### config.mk
export PLATFORM = sky130hd
export DESIGN_NAME = spark_ramp_ctrl
export DESIGN_NICKNAME = d
export VERILOG_FILES = /design/src/rtl/spark_ramp_pkg.sv /design/src/rtl/spark_ramp_step.sv /design/src/rtl/spark_ramp_ctrl.sv
export SDC_FILE = /design/constraint.sdc
export NUM_CORES = 1
export LEC_CHECK = 0
export CAP_MARGIN = 20
export CORE_MARGIN = 2
export CORE_UTILIZATION = 50
export CTS_BUF_LIST = sky130_fd_sc_hd__clkbuf_4 sky130_fd_sc_hd__clkbuf_8
export CTS_CLUSTER_DIAMETER = 150
export CTS_CLUSTER_SIZE = 30
export DETAILED_ROUTE_END_ITERATION = 16
export PLACE_DENSITY_LB_ADDON = 0.12
export SLEW_MARGIN = 10
export SYNTH_ARGS = -nofsm -noshare
export SYNTH_HDL_FRONTEND = slang
export SYNTH_SLANG_ARGS = --single-unit
### constraint.sdc
create_clock -name clock -period 7.21 [get_ports clock]
set_input_delay 1.442 -clock clock [delete_from_list [all_inputs] [get_ports clock]]
set_output_delay 1.442 -clock clock [all_outputs]
set_load 0.1 [all_outputs]
### src/rtl/spark_ramp_pkg.sv
// Shared widths, direction constants and FSM encoding for the spark ramp controller.
package spark_ramp_pkg;

  localparam int PWM_MAG_W = 8;
  localparam int STEP_W    = 4;

  localparam logic DIR_FWD = 1'b1;
  localparam logic DIR_REV = 1'b0;

  typedef enum logic [2:0] {
    ST_IDLE      = 3'd0,
    ST_TICK_WAIT = 3'd1,
    ST_STEP      = 3'd2,
    ST_REQ       = 3'd3,
    ST_STOP_REQ  = 3'd4
  } state_t;

endpackage

### src/rtl/spark_ramp_step.sv
// Combinational next-value calculator: one bounded slew step toward the target.
// A reversal first walks the magnitude down to zero before the direction may flip.
module spark_ramp_step
  import spark_ramp_pkg::*;
(
  input  logic                 cur_dir,
  input  logic [PWM_MAG_W-1:0] cur_mag,
  input  logic                 tgt_dir,
  input  logic [PWM_MAG_W-1:0] tgt_mag,
  input  logic [STEP_W-1:0]    step,
  output logic                 nxt_dir,
  output logic [PWM_MAG_W-1:0] nxt_mag
);

  logic [PWM_MAG_W:0]   s_eff;
  logic [PWM_MAG_W:0]   diff;
  logic [PWM_MAG_W-1:0] delta;

  always_comb begin
    s_eff   = (step == '0) ? (PWM_MAG_W+1)'(1) : {{(PWM_MAG_W+1-STEP_W){1'b0}}, step};
    nxt_dir = cur_dir;
    nxt_mag = cur_mag;
    diff    = '0;
    delta   = '0;
    if ((cur_dir != tgt_dir) && (cur_mag != '0)) begin
      diff    = {1'b0, cur_mag};
      delta   = (s_eff < diff) ? s_eff[PWM_MAG_W-1:0] : diff[PWM_MAG_W-1:0];
      nxt_mag = cur_mag - delta;
    end else begin
      nxt_dir = tgt_dir;
      if (tgt_mag >= cur_mag) begin
        diff    = {1'b0, tgt_mag} - {1'b0, cur_mag};
        delta   = (s_eff < diff) ? s_eff[PWM_MAG_W-1:0] : diff[PWM_MAG_W-1:0];
        nxt_mag = cur_mag + delta;
      end else begin
        diff    = {1'b0, cur_mag} - {1'b0, tgt_mag};
        delta   = (s_eff < diff) ? s_eff[PWM_MAG_W-1:0] : diff[PWM_MAG_W-1:0];
        nxt_mag = cur_mag - delta;
      end
    end
  end

endmodule

### src/rtl/spark_ramp_ctrl.sv
// Slew-rate limiter/sequencer feeding the PWM generator; one step per RAMP_TICKS, update held until done.
// Missing done faults after DONE_TIMEOUT and retries next tick; enable low forces a ratio-0 update then disables.
module spark_ramp_ctrl
  import spark_ramp_pkg::*;
#(
  parameter int RAMP_TICKS   = 50000,
  parameter int DONE_TIMEOUT = 8192
) (
  input  logic                 clock,
  input  logic                 reset_n,
  input  logic                 enable,
  input  logic                 target_valid,
  input  logic                 target_dir,
  input  logic [PWM_MAG_W-1:0] target_mag,
  input  logic [STEP_W-1:0]    ramp_step,
  output logic                 pwm_enable,
  output logic [PWM_MAG_W-1:0] pwm_ratio,
  output logic                 pwm_direction,
  output logic                 pwm_update,
  input  logic                 pwm_done,
  output logic                 at_target,
  output logic                 fault
);

  localparam int TICK_W = (RAMP_TICKS > 2) ? $clog2(RAMP_TICKS) : 1;
  localparam int TO_W   = (DONE_TIMEOUT > 2) ? $clog2(DONE_TIMEOUT) : 1;

  state_t               state, state_nxt;
  logic [TICK_W-1:0]    tick_cnt;
  logic [TO_W-1:0]      to_cnt;
  logic                 cur_dir, tgt_dir, nxt_dir;
  logic [PWM_MAG_W-1:0] cur_mag, tgt_mag, nxt_mag;
  logic                 tick_term, to_term, on_target;
  logic                 do_start, do_step, do_commit, do_timeout, do_stop, do_finish;

  spark_ramp_step u_step (
    .cur_dir (cur_dir),
    .cur_mag (cur_mag),
    .tgt_dir (tgt_dir),
    .tgt_mag (tgt_mag),
    .step    (ramp_step),
    .nxt_dir (nxt_dir),
    .nxt_mag (nxt_mag)
  );

  assign tick_term = (tick_cnt == TICK_W'(RAMP_TICKS - 1));
  assign to_term   = (to_cnt == TO_W'(DONE_TIMEOUT - 1));
  assign on_target = (cur_dir == tgt_dir) && (cur_mag == tgt_mag);
  assign at_target = (state == ST_TICK_WAIT) && on_target;

  always_ff @(posedge clock or negedge reset_n) begin
    if (!reset_n) state <= ST_IDLE;
    else          state <= state_nxt;
  end

  always_comb begin
    state_nxt  = state;
    do_start   = 1'b0;
    do_step    = 1'b0;
    do_commit  = 1'b0;
    do_timeout = 1'b0;
    do_stop    = 1'b0;
    do_finish  = 1'b0;
    case (state)
      ST_IDLE: begin
        if (enable) begin
          do_start  = 1'b1;
          state_nxt = ST_TICK_WAIT;
        end
      end
      ST_TICK_WAIT: begin
        if (!enable) begin
          do_stop   = 1'b1;
          state_nxt = ST_STOP_REQ;
        end else if (tick_term && !on_target) begin
          state_nxt = ST_STEP;
        end
      end
      ST_STEP: begin
        if (!enable) begin
          do_stop   = 1'b1;
          state_nxt = ST_STOP_REQ;
        end else begin
          do_step   = 1'b1;
          state_nxt = ST_REQ;
        end
      end
      ST_REQ: begin
        if (!enable) begin
          do_stop   = 1'b1;
          state_nxt = ST_STOP_REQ;
        end else if (pwm_done) begin
          do_commit = 1'b1;
          state_nxt = ST_TICK_WAIT;
        end else if (to_term) begin
          do_timeout = 1'b1;
          state_nxt  = ST_TICK_WAIT;
        end
      end
      ST_STOP_REQ: begin
        if (pwm_done || to_term) begin
          do_finish = 1'b1;
          state_nxt = ST_IDLE;
        end
      end
      default: state_nxt = ST_IDLE;
    endcase
  end

  // Leaving TICK_WAIT always resets the tick phase, so a retry or a new step waits a full period.
  always_ff @(posedge clock or negedge reset_n) begin
    if (!reset_n) begin
      tick_cnt <= '0;
      to_cnt   <= '0;
    end else begin
      if (state != ST_TICK_WAIT || tick_term) tick_cnt <= '0;
      else                                    tick_cnt <= tick_cnt + 1'b1;
      if (do_stop || (state != ST_REQ && state != ST_STOP_REQ)) to_cnt <= '0;
      else                                                      to_cnt <= to_cnt + 1'b1;
    end
  end

  always_ff @(posedge clock or negedge reset_n) begin
    if (!reset_n) begin
      tgt_dir <= DIR_REV;
      tgt_mag <= '0;
    end else if (target_valid) begin
      tgt_dir <= target_dir;
      tgt_mag <= target_mag;
    end
  end

  // cur_* only advances on an acknowledged update, so a timed-out step is recomputed identically.
  always_ff @(posedge clock or negedge reset_n) begin
    if (!reset_n) begin
      cur_dir       <= DIR_REV;
      cur_mag       <= '0;
      pwm_enable    <= 1'b0;
      pwm_ratio     <= '0;
      pwm_direction <= DIR_REV;
      pwm_update    <= 1'b0;
      fault         <= 1'b0;
    end else begin
      if (do_start) pwm_enable <= 1'b1;
      if (do_step) begin
        pwm_ratio     <= nxt_mag;
        pwm_direction <= nxt_dir;
        pwm_update    <= 1'b1;
      end
      if (do_commit) begin
        pwm_update <= 1'b0;
        cur_dir    <= pwm_direction;
        cur_mag    <= pwm_ratio;
      end
      if (do_timeout) begin
        pwm_update <= 1'b0;
        fault      <= 1'b1;
      end
      if (do_stop) begin
        pwm_ratio  <= '0;
        pwm_update <= 1'b1;
      end
      if (do_finish) begin
        pwm_update <= 1'b0;
        pwm_enable <= 1'b0;
        cur_mag    <= '0;
        fault      <= 1'b0;
      end
    end
  end

endmodule
==> summary.txt <==
Place
  • Final HPWL DP: about 7200 um
  • Post-placement cell count: 620
  • Pre-CTS setup slack: 0.501 ns
  • GPL Wtd Cong: 0.946
  • Port bufs: 30

Global routing
  • Vias in the first global route: 3500
  • Total congestion overflow: 0
  • GRT Total Usage: about a fifth
  • First-pass GRT wire length: 16500 um
  • Largest net degree at the start of global routing: 63
  • Initial antenna violation count: 0

Route
  • TritonRoute pass-1 iters: 4
  • WL met3: 449 um
  • DR WL/cell: around 15 um
  • DRT iter0 DRCs: 160
  • Routed via count: 3540
  • Max layer used: met4
  • DRC: 0
  • Via/cell ratio: about 5.6
  • M1 WL: slightly below 5000 um
  • Routed Antenna Nets: 0
  • Total wire length: 9720 um
  • DR WL met2: 4270 um

STA
  • Final Max Slew Viols: 0
  • Rel. slew slack: 33.9%
  • Unrepaired setup endpoints after global routing: no
  • Part of the cycle the worst path needs: 90.7%
  • PnR worst setup slack: 0.674 ns
  • Achievable Freq: 0.153 GHz
  • Worst-Margin Slew: between 0.9 and 1 ns
  • Final hold viol count: 0
  • Setup_tns: 0 ns
  • Final setup fails: 0
  • Min Clock Period, post-route: 6.54 ns
  • Clock skew: 0.0117 ns

Synthesis
  • Syn_area_per_cell: 8.91 um^2
  • Yosys cell types: 64
  • Synthesized area: 4440 um^2
  • Largest area contributor in the netlist: dfrtp_1
  • Top cell type's share of synthesized area: between 30% and 40%
  • Syn Nets: around 560
  • Post-synth top flop: dfrtp_1
  • Yosys warning count: 0
  • Ys async rst share: 100%
  • Synth cell count leaders: nor2_1, dfrtp_1, nand2_1, ha_1, inv_1
  • Synthesized netlist cell count: ~500
  • Post-synth EDFFs: 0
  • Seq/Total Area, Yosys: 34.9%
  • Post-synthesis sequential element count: 62
  • Area contributors post-synth: dfrtp_1, ha_1, nor2_1
  • Most common cell in the synthesized netlist: nor2_1

Power and ir drop
  • Leak Pwr: 0.00227 uW
  • Pwr dens: about 180 nW/um^2
  • Overall power: approximately 910 uW
  • Peak supply drop: 0.178 mV

Finish
  • Layout cells sized above 1: under 10%
  • Layout fillers: between 700 and 800
  • Non-Filler Instances: 636
  • Layout overhead on the synthesized area: 12.5%
  • Nets: 581
  • N_diodes: 0

Critical path
  • Worst setup EP type: flip-flop
  • Launching point of the worst reg2reg path: cur_mag[1]
  • CP Max Fanout: 8
  • Critical path endpoint: pwm_ratio[7]
  • Critical Path Start Type: flip-flop
  • Worst EP required: 7.41 ns
  • CP max stage delay: 0.54 ns
  • R2r setup slk: 0.67 ns
  • Arrival time worst endpoint: approximately 6.7 ns
  • Critical path type: flip-flop to flip-flop
  • Critical Path Source: cur_mag[1]
  • CP dominant cell by count: ha_1
  • R2R depth: 29
  • CP max stage cell: or4b_4
  • Critical R2R Capture: pwm_ratio[7]

Clock network
  • Setup bufs post-CTS: 0
  • CTS tree: done
  • Clk_lat worst skew: 0.34 ns
  • CTS max path bufs: 2
  • Clock sinks: slightly above 60
  • Cts bufs inserted: 9
  • CTS resizes: 0
  • Clock root buffer: clkbuf_8
  • Hold_buf cts: 0
  • Clock transition at path regs: around 0.070 ns
  • H-tree levels: 3

Floorplanning
  • Num ports: 31
  • Core Footprint: 8680 um^2
  • Chip height: 98.2 um
  • Die area: approximately 9600 um^2
  • Starting Density: slightly above 50%
  • Die W: 98.2 um
  • Cell Rows: 34

Run status
  • Outcome: finished clean

Flow run
  • Number of max-cap violations: 0

Hold path
  • Worst Hold Class: flip-flop to flip-flop
critical path, delay by kind of cell, from the launching register on:
family / cells / cell delay [ns]
buffers and inverters: 3 / 0.45
adders and majority gates: 5 / 1.45
and+or+nand+nor: 9 / 1.60
muxes: 1 / 0.37
AOI/OAI and AO/OA: 10 / 1.78
xor gates and xnor gates: 1 / 0.22
DFF: 1 / 0.52
logic make-up after synthesis:
logic type | synth area share [%]
flip-flops | 34.9
multiplexers | 4.28
adder cells (fa/ha/maj) | 11.8
AO/OA/AOI/OAI | 16.5
XOR/XNOR | 8.09
AND/OR/NAND/NOR | 20.0
buffers and inverters | 4.37
worst min path at each step:
| stage | slack (ns) | start | cells past startpoint | endpoint |
|---|---|---|---|---|
| after floorplan | 0.43 | tick_cnt[0] | 1 | tick_cnt[0] |
| after global placement | 0.44 | tick_cnt[0] | 1 | tick_cnt[0] |
| after detailed placement | 0.46 | tick_cnt[0] | 1 | tick_cnt[0] |
| after CTS | 0.46 | tick_cnt[0] | 1 | tick_cnt[0] |
| after global routing | 0.50 | tick_cnt[0] | 1 | tick_cnt[0] |
| final | 0.47 | tick_cnt[0] | 1 | tick_cnt[0] |
layer usage:
layer,up-vias,GRT usage (%)
met5,-,0
li1,1786,-
met3,14,3.94
met4,0,6.43
met2,75,32.9
met1,1665,30.6
stage by stage:
step                utilization, %  instance area [um^2]  hold slack, ns
floorplan                        -                  4440           0.425
global placement              55.2                  4790           0.444
detailed placement            55.2                  4790           0.456
CTS                           57.6                  4990           0.465
global route                  57.6                  4990           0.497
finish                        57.6                  4990           0.467
cells in the final DEF, fill, tap and decap left out, drive strengths merged, types with 4 or more instances in the layout:
master,instances
nor4,4
and3,14
inv,30
nand2b,9
nand2,39
a21oi,28
mux2i,13
nand3,23
a211oi,8
nor2b,7
xnor2,24
dfrtp,62
o211ai,8
xor2,17
nor3,6
nor2,67
mux2,5
clkdlybuf4s50,29
a21o,10
o21ai,25
clkbuf,11
nand4,4
ha,37
area by class of cell:
class	instances	area [um^2]	share of cell area, %
Multi-Input combinational cell	390	2690	53.9
Sequential cell	62	1550	31.1
Timing Repair Buffer	31	303	6.06
Clock buffer	11	145	2.91
Tap cell	108	135	2.71
Inverter	29	109	2.18
Clock inverter	5	57.6	1.15
power breakdown:
group / internal [uW] / switching (uW)
combinational: 88.9 / 137
clock: 174 / 141
sequential: 358 / 10.1
total: 621 / 288
registers in the layout, indices dropped and copies added (netlist names):
register and count:
tgt_mag 8, pwm_enable 1, cur_dir 1, state 3, pwm_direction 1, cur_mag 8, tick_cnt 16, pwm_update 1
fault 1, tgt_dir 1, pwm_ratio 8, to_cnt 13
Note: power is estimated with default switching activity, not from simulation.
==> RTL change 1 (same settings) <==
Put one more register stage on the output `pwm_ratio`. The value now appears one clock later. The other outputs are not delayed to match.
--- a/src/rtl/spark_ramp_ctrl.sv
+++ b/src/rtl/spark_ramp_ctrl.sv
@@ -25,4 +25,6 @@
   localparam int TICK_W = (RAMP_TICKS > 2) ? $clog2(RAMP_TICKS) : 1;
   localparam int TO_W   = (DONE_TIMEOUT > 2) ? $clog2(DONE_TIMEOUT) : 1;
+
+  logic [PWM_MAG_W-1:0] pwm_ratio_s0;
 
   state_t               state, state_nxt;
@@ -137,5 +139,5 @@
       cur_mag       <= '0;
       pwm_enable    <= 1'b0;
-      pwm_ratio     <= '0;
+      pwm_ratio_s0  <= '0;
       pwm_direction <= DIR_REV;
       pwm_update    <= 1'b0;
@@ -144,5 +146,5 @@
       if (do_start) pwm_enable <= 1'b1;
       if (do_step) begin
-        pwm_ratio     <= nxt_mag;
+        pwm_ratio_s0  <= nxt_mag;
         pwm_direction <= nxt_dir;
         pwm_update    <= 1'b1;
@@ -151,5 +153,5 @@
         pwm_update <= 1'b0;
         cur_dir    <= pwm_direction;
-        cur_mag    <= pwm_ratio;
+        cur_mag    <= pwm_ratio_s0;
       end
       if (do_timeout) begin
@@ -158,5 +160,5 @@
       end
       if (do_stop) begin
-        pwm_ratio  <= '0;
+        pwm_ratio_s0 <= '0;
         pwm_update <= 1'b1;
       end
@@ -170,3 +172,7 @@
   end
 
+  always_ff @(posedge clock) begin
+    pwm_ratio <= pwm_ratio_s0;
+  end
+
 endmodule
Formal check against the unedited RTL: no difference found for any inputs over 10 cycles, from zero or initial values and one cycle with reset_n low; that may be too few to reach the edited logic, so the function may still have changed.
==> RTL change 1 against the original RTL <==
Core utilization shrank 0.22 points; critical path type unchanged; worst setup slack lost 0.017 ns; area after synthesis grew 5.8%; worst hold slack lost 0.051 ns; cell area grew 5.6%; power grew 10%; highest routed layer unchanged; sequential cell count grew 8; maximum frequency shrank 0.26%; global-route usage grew 1.8 points; critical path depth shrank 1; routed wire length grew 12%; non-clock buffer count is the same.
==> RTL change 1: results (changes against the original RTL) <==
CP delay by family, top=simple AND/OR/NAND/NOR gates; first-pass GRT wire length=18400 µm (+11%); VDD IR-drop max=185 µV (+3.9%); leakage power total=2.30 nW (+1.3%); Seq/Total Area, Yosys=36.4% (+1.5 points); fill count=825 (+5.2%); nets=617 (+6.2%); CTS buffer count=9 (unchanged); Synth cell types=57 (-11%); outcome=finished clean; syn_nets=597 (+7.4%); crit path DAT=6.83 ns (+0.10 ns); number of global-route vias before repair=3776 (+7.9%); Routability Congestion=0.953 (+0.80%); total vias in the final route=3876 (+9.5%); HPWL Detailed=8150 µm (+13%); Post-Route Skew=0.0113 ns (-0.000467 ns); DP Area=5050 µm² (+5.3%); Area contributors post-synth=dfrtp_1 33%, ha_1 9.9%, nor2_1 4.7%; Commonest cells post-synth=62 x dfrtp_1, 59 x nor2_1, 43 x nand2_1; Int Power=699 µW (+13%); CP max stage cell=dfrtp_1; Overall Global Routing Usage=23.1% (+1.8 points); Max FO, Critical Path=6 (-2); final WL=10900 µm (+12%); initial DRC count=197 (+23%); ys async rst share=88.6% (-11 points); Slew @ Worst Pin=0.975 ns (-0.0128 ns)
-- RTL change 1: path summary, 6_finish.rpt --
check,startpoint,endpoint,slack [ns],depth (start not counted)
max in group asynchronous,reset_n,pwm_update,5.43,2
worst min register to register,pwm_ratio_s0[5],pwm_ratio[5],0.42,0
worst max-delay path,cur_mag[1],pwm_ratio_s0[7],0.66,28
min in group asynchronous,reset_n,tick_cnt[11],1.25,2
worst max register to register,cur_mag[1],pwm_ratio_s0[7],0.66,28
worst min-delay path,pwm_ratio_s0[5],pwm_ratio[5],0.42,0
-- RTL change 1: per-layer routing --
| layer | global-route usage [%] | up-vias | routed length [µm] |
|---|---|---|---|
| met5 | 0 | - | 0 |
| met4 | 8.94 | 0 | 240 |
| met3 | 3.68 | 16 | 340 |
| met2 | 37.6 | 72 | 5250 |
| met1 | 30.9 | 1851 | 5110 |
| li1 | - | 1937 | - |
-- RTL change 1: layout make-up --
cell class | instances | share of cell area, %
flip-flops and latches | 70 | 32.5
clock inverters | 5 | 1.54
multi-input cells | 416 | 52.7
inverters | 31 | 2.21
clock buffers | 11 | 2.75
well taps | 111 | 2.63
repair buffers | 31 | 5.74
-- RTL change 1: power by group through the flow --
stage	logic, mW	clock network (mW)	registers [mW]
2_1_floorplan	0.150	0	0.436
4_1_cts	0.227	0.373	0.412
3_3_place_gp	0.222	0	0.420
5_1_grt	0.251	0.391	0.414
3_5_place_dp	0.225	0	0.420
6_report	0.227	0.363	0.412
-- RTL change 1: worst register-to-register path: cells and delay by family (launching register included) --
kind,cells,cell delay [ns]
compound gates,10,1.76
fa+ha+maj,5,1.53
buf+inv,2,0.32
flops,1,0.54
mux,1,0.31
simple gates,10,2.03
-- RTL change 1: cell families (layout without fill, tap and decap cells) --
family	Yosys count	in the layout	synth area share [%]
flops	70	70	36.4
buf+inv	53	78	4.47
xor+xnor	35	35	6.82
fa+ha+maj	40	40	11.1
compound gates	114	114	16.5
mux	8	8	1.81
simple gates	219	219	22.8
-- RTL change 1: per-stage QoR --
stage	util (%)	setup WS (ns)	std cells
after floorplan	-	1.36	539
after global placement	54.9	0.706	659
after detailed placement	54.9	0.495	659
after CTS	57.3	0.767	675
after global routing	57.3	0.186	675
final	57.3	0.657	675
==> RTL change 2 (same settings) <==
Made on the original files. Change the parameter `DONE_TIMEOUT` from 8192 to 4096.
--- a/src/rtl/spark_ramp_ctrl.sv
+++ b/src/rtl/spark_ramp_ctrl.sv
@@ -5,5 +5,5 @@
 #(
   parameter int RAMP_TICKS   = 50000,
-  parameter int DONE_TIMEOUT = 8192
+  parameter int DONE_TIMEOUT = 4096
 ) (
   input  logic                 clock,
Check against the original RTL: no difference found for any inputs over 10 cycles, from zero or initial values and one cycle with reset_n low; that may be too few to reach the edited logic, so the function may still have changed.
==> RTL change 2 against the original RTL <==
Worst setup slack lost 0.024 ns; area after synthesis rose by 6.1%; count of clock-buffer cells in the layout rose by 1; sequential cell count decreased by 1; sequential share of layout area is 2.2 points lower; highest routed layer unchanged; routed wire length increased by 13%; largest cell class unchanged; cell area is 5.8% higher.
Power is not compared: it rests on default switching activity, and its combinational part moved more than twofold at a synthesized area within 25%.
==> RTL change 2: results (changes against the original RTL) <==
metal2 WL=5350 µm (+25%); design area=5290 µm² (+5.8%); comb_multi_in=436 (+12%); Routability Congestion=0.850 (-10%); Overall Global Routing Usage=23.7% (+2.5 points); CP max stage delay=0.57 ns (+0.03 ns); fill count=829 (+5.7%); syn_nets=607 (+9.2%); reg2reg end=pwm_ratio[7]; grt met2 use=39.0% (+6.1 points); final WL=11000 µm (+13%); Placed Instances=672 (+8.4%); clk tree area frac=4.33% (+0.27 points); layout cell share with drive strength beyond 1=6.76% (-0.82 points); clock buf count=12 (+1); initial DRC count=172 (+7.5%); HPWL Detailed=8360 µm (+16%); DP Area=5060 µm² (+5.5%); Area contributors post-synth=dfrtp_1 32%, ha_1 9.8%, nor2_1 4.7%; Routed WL per cell=16.0 µm (+4.4%); routed wl met3=302 µm (-33%); Commonest cells post-synth=61 x dfrtp_1, 59 x nor2_1, 50 x nand2_1; CP max stage cell=ha_1; met1 usage=32.9% (+2.3 points); Reg-to-Reg Start=cur_mag[2]; syn_area_per_cell=8.58 µm² (-3.8%); nets=630 (+8.4%); Synth cell types=67 (+4.7%); inverters=33 (+14%); Final Cycle Share=91.0% (+0.33 points); Data buffer area share=5.73% (-0.33 points); reg-to-reg slack, setup=0.65 ns (-0.02 ns); Sink Count=61 (-1.6%); met3 Use GR=3.54% (-0.40 points); Max FO, Critical Path=12 (+4); Seq. cell area=1530 µm² (-1.6%); Setup Slack @ Placement=0.553 ns (+0.0517 ns); Synth Flop Type=dfrtp_1; area of the multi-input gates=2970 µm² (+10%); metal1 wirelength=5210 µm (+7.0%); biggest regs=tick_cnt x16, to_cnt x12; final hold slack=0.475 ns (+0.00733 ns); outcome=finished clean; Relative slew margins=34.2% (+0.24 points); Seq/Total Area, Yosys=32.4% (-2.5 points); Die Wd=101 µm (+2.9%); largest net degree at the start of global routing=62 (-1.6%); first-pass GRT wire length=19000 µm (+15%); crit path DAT=6.83 ns (+0.10 ns); Post-Route Skew=0.0119 ns (+0.000145 ns); PortBufs=30 (unchanged); Worst R2R Path Depth=30 (+3.4%)
## RTL change 2: worst max-delay path, delay by kind of cell (launching register included)
family	cells	cell delay, ns
AOI/OAI and AO/OA	12	1.99
adders and majority gates	5	1.66
buffers and inverters	3	0.30
DFF	1	0.52
muxes	1	0.38
and+or+nand+nor	9	1.60
## RTL change 2: report_power, final
group | switching (mW) | internal, mW | leakage (nW) | total, mW
sequential | 0.0592 | 0.394 | 0.819 | 0.453
clock | 0.130 | 0.216 | 0.120 | 0.347
combinational | 0.550 | 0.270 | 1.47 | 0.819
## RTL change 2: cell families (layout without fill, tap and decap cells)
logic type | Yosys count | count (layout) | share of synthesized area (%)
buf+inv | 52 | 80 | 4.62
simple gates | 221 | 221 | 23.6
mux | 16 | 16 | 3.51
flops | 61 | 61 | 32.4
fa+ha+maj | 40 | 40 | 11.1
compound gates | 126 | 126 | 18.3
xor+xnor | 33 | 33 | 6.43
